<file path="config.mk">
export PLATFORM = sky130hd
export DESIGN_NAME = exu_wb_buffer_flat
export DESIGN_NICKNAME = d
export VERILOG_FILES = /design/src/rtl/exu_wb_buffer_if.sv /design/src/rtl/exu_wb_buffer.sv /design/src/flat_wrapper.sv
export SDC_FILE = /design/constraint.sdc
export NUM_CORES = 1
export LEC_CHECK = 0
export CORE_MARGIN = 10
export CORE_UTILIZATION = 45
export DETAILED_ROUTE_END_ITERATION = 8
export PLACE_DENSITY = 0.84
export SLEW_MARGIN = 15
export SYNTH_ARGS = -nofsm -noshare
export SYNTH_HDL_FRONTEND = slang
export SYNTH_SLANG_ARGS = --single-unit
</file>
<file path="constraint.sdc">
create_clock -name clk -period 5.61 [get_ports clk]
set_input_delay 0.561 -clock clk [delete_from_list [all_inputs] [get_ports clk]]
set_output_delay 0.561 -clock clk [all_outputs]
set_load 0.01 [all_outputs]
</file>
<file path="src/rtl/exu_wb_buffer_if.sv">
// Bundle of the ALU-result input handshake, the writeback output handshake
// and the fetch redirect of the execute/writeback buffer.
interface exu_wb_buffer_if;
    // Handshakes: a transfer happens on a rising clk edge where valid and
    // ready are both 1; valid must not depend combinationally on ready.
    logic        in_valid;
    logic        in_ready;
    logic [31:0] in_result;
    logic        in_zero;
    logic [31:0] in_pc;
    logic [31:0] in_imm;
    logic [4:0]  in_rd;
    logic        in_rf_wen;
    logic [2:0]  in_br_type;
    logic        in_jalr;

    logic        out_valid;
    logic        out_ready;
    logic [4:0]  out_rd;
    logic [31:0] out_wdata;
    logic        out_wen;

    logic        redirect_valid;
    logic [31:0] redirect_pc;

    // Producer / consumer side (ALU stage plus writeback stage).
    modport master (
        output in_valid, in_result, in_zero, in_pc, in_imm, in_rd,
               in_rf_wen, in_br_type, in_jalr, out_ready,
        input  in_ready, out_valid, out_rd, out_wdata, out_wen,
               redirect_valid, redirect_pc
    );

    // Buffer side.
    modport slave (
        input  in_valid, in_result, in_zero, in_pc, in_imm, in_rd,
               in_rf_wen, in_br_type, in_jalr, out_ready,
        output in_ready, out_valid, out_rd, out_wdata, out_wen,
               redirect_valid, redirect_pc
    );
endinterface

</file>
<file path="src/rtl/exu_wb_buffer.sv">
// Two-entry FIFO between the ALU and register-file writeback; resolves
// branches/jumps on entry and emits a one-cycle fetch redirect when taken.
module exu_wb_buffer (
    input  logic           clk,
    input  logic           rst_n,
    exu_wb_buffer_if.slave wb
);

    localparam logic [2:0] BR_NONE = 3'd0;
    localparam logic [2:0] BR_BEQ  = 3'd1;
    localparam logic [2:0] BR_BNE  = 3'd2;
    localparam logic [2:0] BR_BLT  = 3'd3;
    localparam logic [2:0] BR_BGE  = 3'd4;
    localparam logic [2:0] BR_BLTU = 3'd5;
    localparam logic [2:0] BR_BGEU = 3'd6;
    localparam logic [2:0] BR_JUMP = 3'd7;

    logic [1:0]  count;
    logic [4:0]  slot0_rd,    slot1_rd;
    logic [31:0] slot0_wdata, slot1_wdata;
    logic        slot0_wen,   slot1_wen;

    logic        push;
    logic        pop;
    logic        is_jump;
    logic        taken;
    logic [31:0] target;
    logic [31:0] new_wdata;
    logic        new_wen;

    // Ready and valid come purely from the registered occupancy count.
    assign wb.in_ready  = (count != 2'd2);
    assign wb.out_valid = (count != 2'd0);

    assign push = wb.in_valid  & wb.in_ready;
    assign pop  = wb.out_valid & wb.out_ready;

    // Branch resolution on the incoming entry; slt result lives in bit 0.
    always_comb begin
        taken = 1'b0;
        case (wb.in_br_type)
            BR_NONE:         taken = 1'b0;
            BR_BEQ:          taken = wb.in_zero;
            BR_BNE:          taken = ~wb.in_zero;
            BR_BLT, BR_BLTU: taken = wb.in_result[0];
            BR_BGE, BR_BGEU: taken = ~wb.in_result[0];
            BR_JUMP:         taken = 1'b1;
            default:         taken = 1'b0;
        endcase
    end

    assign is_jump   = (wb.in_br_type == BR_JUMP);
    assign target    = (is_jump && wb.in_jalr) ? {wb.in_result[31:1], 1'b0}
                                               : wb.in_pc + wb.in_imm;
    assign new_wdata = is_jump ? wb.in_pc + 32'd4 : wb.in_result;
    // Conditional branches never write; x0 writes are dropped here.
    assign new_wen   = wb.in_rf_wen & (is_jump | (wb.in_br_type == BR_NONE))
                       & (wb.in_rd != 5'd0);

    always_ff @(posedge clk) begin
        if (!rst_n) begin
            count          <= 2'd0;
            slot0_rd       <= 5'd0;
            slot0_wdata    <= 32'd0;
            slot0_wen      <= 1'b0;
            slot1_rd       <= 5'd0;
            slot1_wdata    <= 32'd0;
            slot1_wen      <= 1'b0;
            wb.redirect_valid <= 1'b0;
            wb.redirect_pc    <= 32'd0;
        end else begin
            case ({push, pop})
                2'b10:   count <= count + 2'd1;
                2'b01:   count <= count - 2'd1;
                default: count <= count;
            endcase

            if (pop && count == 2'd2) begin
                slot0_rd    <= slot1_rd;
                slot0_wdata <= slot1_wdata;
                slot0_wen   <= slot1_wen;
            end

            // New entry lands in slot0 if the buffer is (or becomes) empty.
            if (push) begin
                if (count == 2'd0 || pop) begin
                    slot0_rd    <= wb.in_rd;
                    slot0_wdata <= new_wdata;
                    slot0_wen   <= new_wen;
                end else begin
                    slot1_rd    <= wb.in_rd;
                    slot1_wdata <= new_wdata;
                    slot1_wen   <= new_wen;
                end
            end

            wb.redirect_valid <= push & taken;
            wb.redirect_pc    <= (push & taken) ? target : 32'd0;
        end
    end

    assign wb.out_rd    = wb.out_valid ? slot0_rd    : 5'd0;
    assign wb.out_wdata = wb.out_valid ? slot0_wdata : 32'd0;
    assign wb.out_wen   = wb.out_valid ? slot0_wen   : 1'b0;

endmodule
</file>
<file path="src/flat_wrapper.sv">
// flat-port wrapper written by rule: the top's interface ports become plain ports
module exu_wb_buffer_flat 
  (clk, rst_n, wb_in_valid, wb_in_result, wb_in_zero, wb_in_pc, wb_in_imm, wb_in_rd, wb_in_rf_wen, wb_in_br_type, wb_in_jalr, wb_out_ready, wb_in_ready, wb_out_valid, wb_out_rd, wb_out_wdata, wb_out_wen, wb_redirect_valid, wb_redirect_pc);
  exu_wb_buffer_if wb_i ();
  input  logic clk;
  input  logic rst_n;
  input wire logic [$bits(wb_i.in_valid)-1:0] wb_in_valid;
  input wire logic [$bits(wb_i.in_result)-1:0] wb_in_result;
  input wire logic [$bits(wb_i.in_zero)-1:0] wb_in_zero;
  input wire logic [$bits(wb_i.in_pc)-1:0] wb_in_pc;
  input wire logic [$bits(wb_i.in_imm)-1:0] wb_in_imm;
  input wire logic [$bits(wb_i.in_rd)-1:0] wb_in_rd;
  input wire logic [$bits(wb_i.in_rf_wen)-1:0] wb_in_rf_wen;
  input wire logic [$bits(wb_i.in_br_type)-1:0] wb_in_br_type;
  input wire logic [$bits(wb_i.in_jalr)-1:0] wb_in_jalr;
  input wire logic [$bits(wb_i.out_ready)-1:0] wb_out_ready;
  output wire logic [$bits(wb_i.in_ready)-1:0] wb_in_ready;
  output wire logic [$bits(wb_i.out_valid)-1:0] wb_out_valid;
  output wire logic [$bits(wb_i.out_rd)-1:0] wb_out_rd;
  output wire logic [$bits(wb_i.out_wdata)-1:0] wb_out_wdata;
  output wire logic [$bits(wb_i.out_wen)-1:0] wb_out_wen;
  output wire logic [$bits(wb_i.redirect_valid)-1:0] wb_redirect_valid;
  output wire logic [$bits(wb_i.redirect_pc)-1:0] wb_redirect_pc;
  assign wb_i.in_valid = wb_in_valid;
  assign wb_i.in_result = wb_in_result;
  assign wb_i.in_zero = wb_in_zero;
  assign wb_i.in_pc = wb_in_pc;
  assign wb_i.in_imm = wb_in_imm;
  assign wb_i.in_rd = wb_in_rd;
  assign wb_i.in_rf_wen = wb_in_rf_wen;
  assign wb_i.in_br_type = wb_in_br_type;
  assign wb_i.in_jalr = wb_in_jalr;
  assign wb_i.out_ready = wb_out_ready;
  assign wb_in_ready = wb_i.in_ready;
  assign wb_out_valid = wb_i.out_valid;
  assign wb_out_rd = wb_i.out_rd;
  assign wb_out_wdata = wb_i.out_wdata;
  assign wb_out_wen = wb_i.out_wen;
  assign wb_redirect_valid = wb_i.redirect_valid;
  assign wb_redirect_pc = wb_i.redirect_pc;
  exu_wb_buffer u_core (.clk(clk), .rst_n(rst_n), .wb(wb_i));
endmodule
</file>
==> flow_summary.ini, run 1 <==
[die]
num_rows = 46
fp.dieW_um = 147
die_height_um = 147
coreArea_sq_um = 15900
start_util = 0.458
io_pins = 184
die-area_sq_um = 21600

[critical_path]
cp_num_buf_inv = 1
cp.depth = 11
arrival_ns = 3.60
path_delay_family = compound AO/OA/AOI/OAI gates
rr_worst_depth = 6
ff2ff_setup_slack_ns = 2.79
r2r_start = u_core.count[0]$_SDFFE_PN0P_
critPathKind = in -> reg
crit_path_start = wb_in_pc[0]
crit_required_ns = 5.90
crit_path_end = u_core.wb.redirect_pc[28]$_SDFF_PN0_
r2r-end = u_core.slot0_wdata[28]$_SDFF_PN0_
crit_path_top_delay_cell = clkdlybuf4s50_1
path_cells = clkdlybuf4s50_1 -> ha_1 -> fa_1 -> a21o_1 -> a221o_2 -> a221oi_2 -> o311a_1 -> or4_1 -> and3_1 -> o21ai_1 -> a21oi_1
cp-end-kind = register
setup.worst_path.start_class = primary input
crit_path_max_fanout = 4
cp_slowest_stage_delay_ns = 0.46

[min_path]
whs_path_depth = 2
hold_class = reg -> reg

[cells_and_area]
layout_common_cells = nand2_1 (204), clkdlybuf4s50_1 (182), dfxtp_1 (111)
drive_gt1_frac = 0.0345
syn_to_final_growth_pct = 30.3
layout_commonest_cell = nand2_1
fin_util = 0.597
layout.nets = 1214

[clocking]
cts_buffer_depth = 2
clock_latency_ns = 0.36
ctsResizeCount = 0
clk_pin_slew_worst_paths_ns = 0.08
cts_hold_buf = 0
cts_tree = done
h-tree-depth = 3
clkSinkCount = 111
post_cts_buffers = 0
cts_buffers = 9
cts-root-buf = clkbuf_16

[global_route]
grt_pass1_wl_um = 37400
grt_max_degree = 80
grt_overflow = 0
grt_pass1_vias = 7057
antenna_found_initial = 1
grt_usage = 0.213

[yosys]
syn_area_per_cell_sq_um = 7.84
synth_compound_area_frac = 0.230
yosys.area_share.adder = 0.0595
synth_top_family_by_area = simple AND/OR/NAND/NOR gates
synth_area_sq_um = 7270
ys.warnings.count = 0
ys_ff_latch = 111
synth_edf_count = 0
synth_top_flop_cell = dfxtp_1
async_reset_ff_frac = 0
synth.top_cells.by_area = dfxtp_1 (31%), nand2_1 (11%), mux2i_1 (5.8%)
synth_top_cell_by_area = dfxtp_1
synth.mux.area_fraction = 0.0578
synthSimpleGateAreaFrac = 0.250
synth_top_area_frac = 0.306
synthXorXnorAreaFrac = 0.0590
synth_seq_area_share = 0.306
syn-num-nets = 1073
synthCells = 928
ys_types = 65

[timing]
setup_viol = 0
worstMarginPinSlew_ns = 1.19
slew_violations = 0
tns_ns = 0
finalCritPeriodShare = 0.590
clock_skew_ns = 0.00528
maxSlewHeadroom = 0.205
grt_setup_unrepaired = no
fin_crit_ns = 3.31
hold_viol = 0
whs_ns = 0.458
fmaxAchievable_mhz = 302

[outcome]
status = complete, no violations

[place]
port_buffers = 183
place_congestion = 0.908
dp_hpwl_um = 18400

[routing]
drt-total-wl_um = 24100
ant_nets = 0
wl_per_cell_um = 18.7
dr.pass1.iters = 5
dr.first_iter.drc_count = 732
via_per_inst = 5.68
drc_errors = 0
num_vias = 7331

[power]
vdd_drop_max_mv = 0.167
power_density_nw_per_um2 = 287
leakage_uw = 0.00419

[job]
cap_violations = 0
## worst min-delay path by stage
stage / startpoint / endpoint / slack (ns)
3_5_place_dp: u_core.slot1_wdata[31]$_SDFFE_PN0P_ / u_core.slot1_wdata[31]$_SDFFE_PN0P_ / 0.45
6_report: u_core.slot1_wdata[31]$_SDFFE_PN0P_ / u_core.slot1_wdata[31]$_SDFFE_PN0P_ / 0.46
3_3_place_gp: u_core.slot1_wdata[20]$_SDFFE_PN0P_ / u_core.slot1_wdata[20]$_SDFFE_PN0P_ / 0.44
2_1_floorplan: u_core.slot1_wdata[20]$_SDFFE_PN0P_ / u_core.slot1_wdata[20]$_SDFFE_PN0P_ / 0.43
5_1_grt: u_core.slot1_wdata[16]$_SDFFE_PN0P_ / u_core.slot1_wdata[16]$_SDFFE_PN0P_ / 0.49
4_1_cts: u_core.slot1_wdata[31]$_SDFFE_PN0P_ / u_core.slot1_wdata[31]$_SDFFE_PN0P_ / 0.46
## synthesized netlist by cell type (17+ instances only)
cell,number
and3_1,17
o211a_1,38
nand2_1,204
a21boi_0,34
xnor2_1,20
dfxtp_1,111
xor2_1,29
nand3_1,28
nor2b_1,42
a21o_1,19
clkbuf_1,48
o21ai_0,49
nor2_1,29
a21oi_1,47
mux2i_1,42
ha_1,33
## where the power goes
part           internal, uW  switching (uW)  leakage, uW  total, uW
Sequential              908            61.3     0.000907        969
Combinational           528             586      0.00314       1110
Clock                   309             323     0.000140        633
## tightest hold or removal path, delay by kind of cell (launching register included)
kind / cells / cell delay, ns
AOI/OAI and AO/OA: 1 / 0.05
DFF: 1 / 0.31
and+or+nand+nor: 1 / 0.05
## per-stage QoR
stage | area (sq um) | total power [uW] | setup WS [ns] | cells
6_report | 9480 | 2720 | 2.30 | 1291
5_1_grt | 9480 | 2880 | 2.10 | 1291
4_1_cts | 9480 | 2730 | 2.30 | 1290
3_5_place_dp | 9190 | 2100 | 1.92 | 1274
3_3_place_gp | 9190 | 2080 | 1.98 | 1274
2_1_floorplan | 7270 | 1660 | 2.76 | 928
## sequential cells by signal, indices dropped and copies added (netlist names)
signal	flops
u_core.count	2
u_core.slot0_rd	5
u_core.slot0_wdata	32
u_core.slot0_wen	1
u_core.slot1_rd	5
u_core.slot1_wdata	32
u_core.slot1_wen	1
u_core.wb.redirect_pc	32
u_core.wb.redirect_valid	1
## per-layer routing
layer  GRT usage  wire (um)  vias up
li1            -          -     3576
met1       0.269      10600     3415
met2       0.342      11000      296
met3      0.0550       1790       44
met4      0.0733        648        0
met5           0          0        -
## logic make-up (layout without fill, tap and decap cells)
| group | Yosys count | count (layout) |
|---|---|---|
| and+or+nand+nor | 383 | 383 |
| AOI/OAI and AO/OA | 240 | 240 |
| DFF | 111 | 111 |
| buffers and inverters | 69 | 215 |
| xor gates and xnor gates | 49 | 49 |
| muxes | 42 | 42 |
| adders and majority gates | 34 | 34 |
| other | 0 | 1 |
## cell type report
class | count | area [sq um]
Antenna cell | 1 | 2.50
Clock buffer | 10 | 229
Clock inverter | 6 | 56.3
Fill cell | 1464 | 6410
Inverter | 9 | 33.8
Multi-Input combinational cell | 748 | 4780
Sequential cell | 111 | 2220
Tap cell | 216 | 270
Timing Repair Buffer | 190 | 1880
(Power assumes the default switching activity.)
==> inputs of run 2 (changes only) <==
clock period = 3.2 ns   (was 5.61 ns; I/O delays follow)
==> run 2 against run 1 <==
Compared with the run above:
- hold slack worse by 0.0031 ns
- sequential share of layout area down 1.1 points
- clock skew up 0.0062 ns
- sequential power up 76%
- setup slack worse by 2.0 ns
- critical path type unchanged
==> flow_summary.ini, run 2 (synthesis results as in run 1) <==
[outcome]
status = complete, no violations

[routing]
ant_nets = 0
num_vias = 7610
dr.first_iter.drc_count = 836
drc_errors = 0
dr.pass1.iters = 5
drt-total-wl_um = 25100
wl_per_cell_um = 18.6
via_per_inst = 5.64

[timing]
worstMarginPinSlew_ns = 0.738
hold_viol = 0
whs_ns = 0.455
slew_violations = 0
fin_crit_ns = 2.87
clock_skew_ns = 0.0115
maxSlewHeadroom = 0.508
grt_setup_unrepaired = no
setup_viol = 0
finalCritPeriodShare = 0.896
fmaxAchievable_mhz = 349

[clocking]
cts-root-buf = clkbuf_16
post_cts_buffers = 0
ctsResizeCount = 0
cts_buffer_depth = 2
h-tree-depth = 3
clk_pin_slew_worst_paths_ns = 0.08
cts_tree = done
clkSinkCount = 111
clock_latency_ns = 0.36
cts_buffers = 9
cts_hold_buf = 0

[cells_and_area]
layout_common_cells = nand2_1 (204), clkdlybuf4s50_1 (182), dfxtp_1 (111)
drive_gt1_frac = 0.0831
final_area_sq_um = 9920
top_regs = u_core.slot0_wdata: 32 flops, u_core.slot1_wdata: 32 flops, u_core.wb.redirect_pc: 32 flops
fin_util = 0.625
layout.nets = 1271
fill_cells = 1390
syn_to_final_growth_pct = 36.5
multiInputGateArea_sq_um = 4780
fin_cells = 1349
layout_commonest_cell = nand2_1
seq_area_sq_um = 2220

[place]
place_congestion = 0.945
placement.cell_area_sq_um = 9630
dp.cells = 1331
port_buffers = 183
dp_hpwl_um = 19600

[power]
vdd_drop_max_mv = 0.353
power_density_nw_per_um2 = 493
total_power_uw = 4890
leakage_uw = 0.00447

[critical_path]
critPathKind = in -> reg
arrival_ns = 3.10
setup.worst_path.start_class = primary input
crit_path_max_fanout = 4
cp-end-kind = register
crit_required_ns = 3.43
rr_worst_depth = 7

[min_path]
whs_path_depth = 2
hold_class = reg -> reg

[global_route]
grt_max_degree = 79
grt_overflow = 0
grt_pass1_vias = 7326
grt_pass1_wl_um = 38900
grt_usage = 0.221
antenna_found_initial = 1

[die]
die-area_sq_um = 21600
fp.dieW_um = 147
num_rows = 46
coreArea_sq_um = 15900
die_height_um = 147
start_util = 0.458
io_pins = 184

[job]
cap_violations = 0
==> run 2: metrics by stage <==
stage                     setup TNS [ns]  setup WS, ns
final                                  0         0.333
after global routing                   0         0.208
after CTS                              0         0.339
after detailed placement         -0.0380       -0.0380
after global placement                 0        0.0294
after floorplan                        0         0.590
==> run 2: path summary, 6_finish.rpt <==
| path | start | end | slack [ns] |
|---|---|---|---|
| setup / recovery | wb_in_pc[0] | u_core.wb.redirect_pc[28]$_SDFF_PN0_ | 0.33 |
| hold / removal | u_core.slot1_wdata[20]$_SDFFE_PN0P_ | u_core.slot1_wdata[20]$_SDFFE_PN0P_ | 0.46 |
| setup reg to reg | u_core.count[0]$_SDFFE_PN0P_ | u_core.wb.redirect_pc[27]$_SDFF_PN0_ | 1.02 |
| hold reg to reg | u_core.slot1_wdata[20]$_SDFFE_PN0P_ | u_core.slot1_wdata[20]$_SDFFE_PN0P_ | 0.46 |
==> run 2: report_power, final <==
| group | switching, uW | leakage [uW] | internal (uW) |
|---|---|---|---|
| Sequential | 114 | 0.000907 | 1590 |
| Clock | 589 | 0.000144 | 547 |
| Combinational | 1060 | 0.00342 | 993 |
| Total | 1760 | 0.00447 | 3130 |
==> run 2: layout make-up <==
cell class / count / share of cell area
antenna: 2 / 0.000504
tap: 216 / 0.0272
timing repair buffer: 247 / 0.234
multi-input combinational: 748 / 0.482
inverter: 9 / 0.00340
clock inverter: 7 / 0.00656
clock buffer: 9 / 0.0227
sequential: 111 / 0.224
==> run 2: worst max-delay path, stage by stage <==
cell and delay, ns:
clkdlybuf4s50_1 0.51, ha_1 0.21, fa_1 0.25, a21o_1 0.16, a221o_2 0.17, a221oi_2 0.07, o311a_1 0.43, or4_1 0.56
and3_1 0.20, o21ai_1 0.14, a21oi_1 0.08
==> run 2: routing by layer <==
layer,GRT usage,vias to the layer above,part of all wire
li1,-,3680,-
met2,0.353,312,0.47
met4,0.0927,0,0.030
met5,0,-,0
met1,0.281,3569,0.43
met3,0.0482,49,0.074
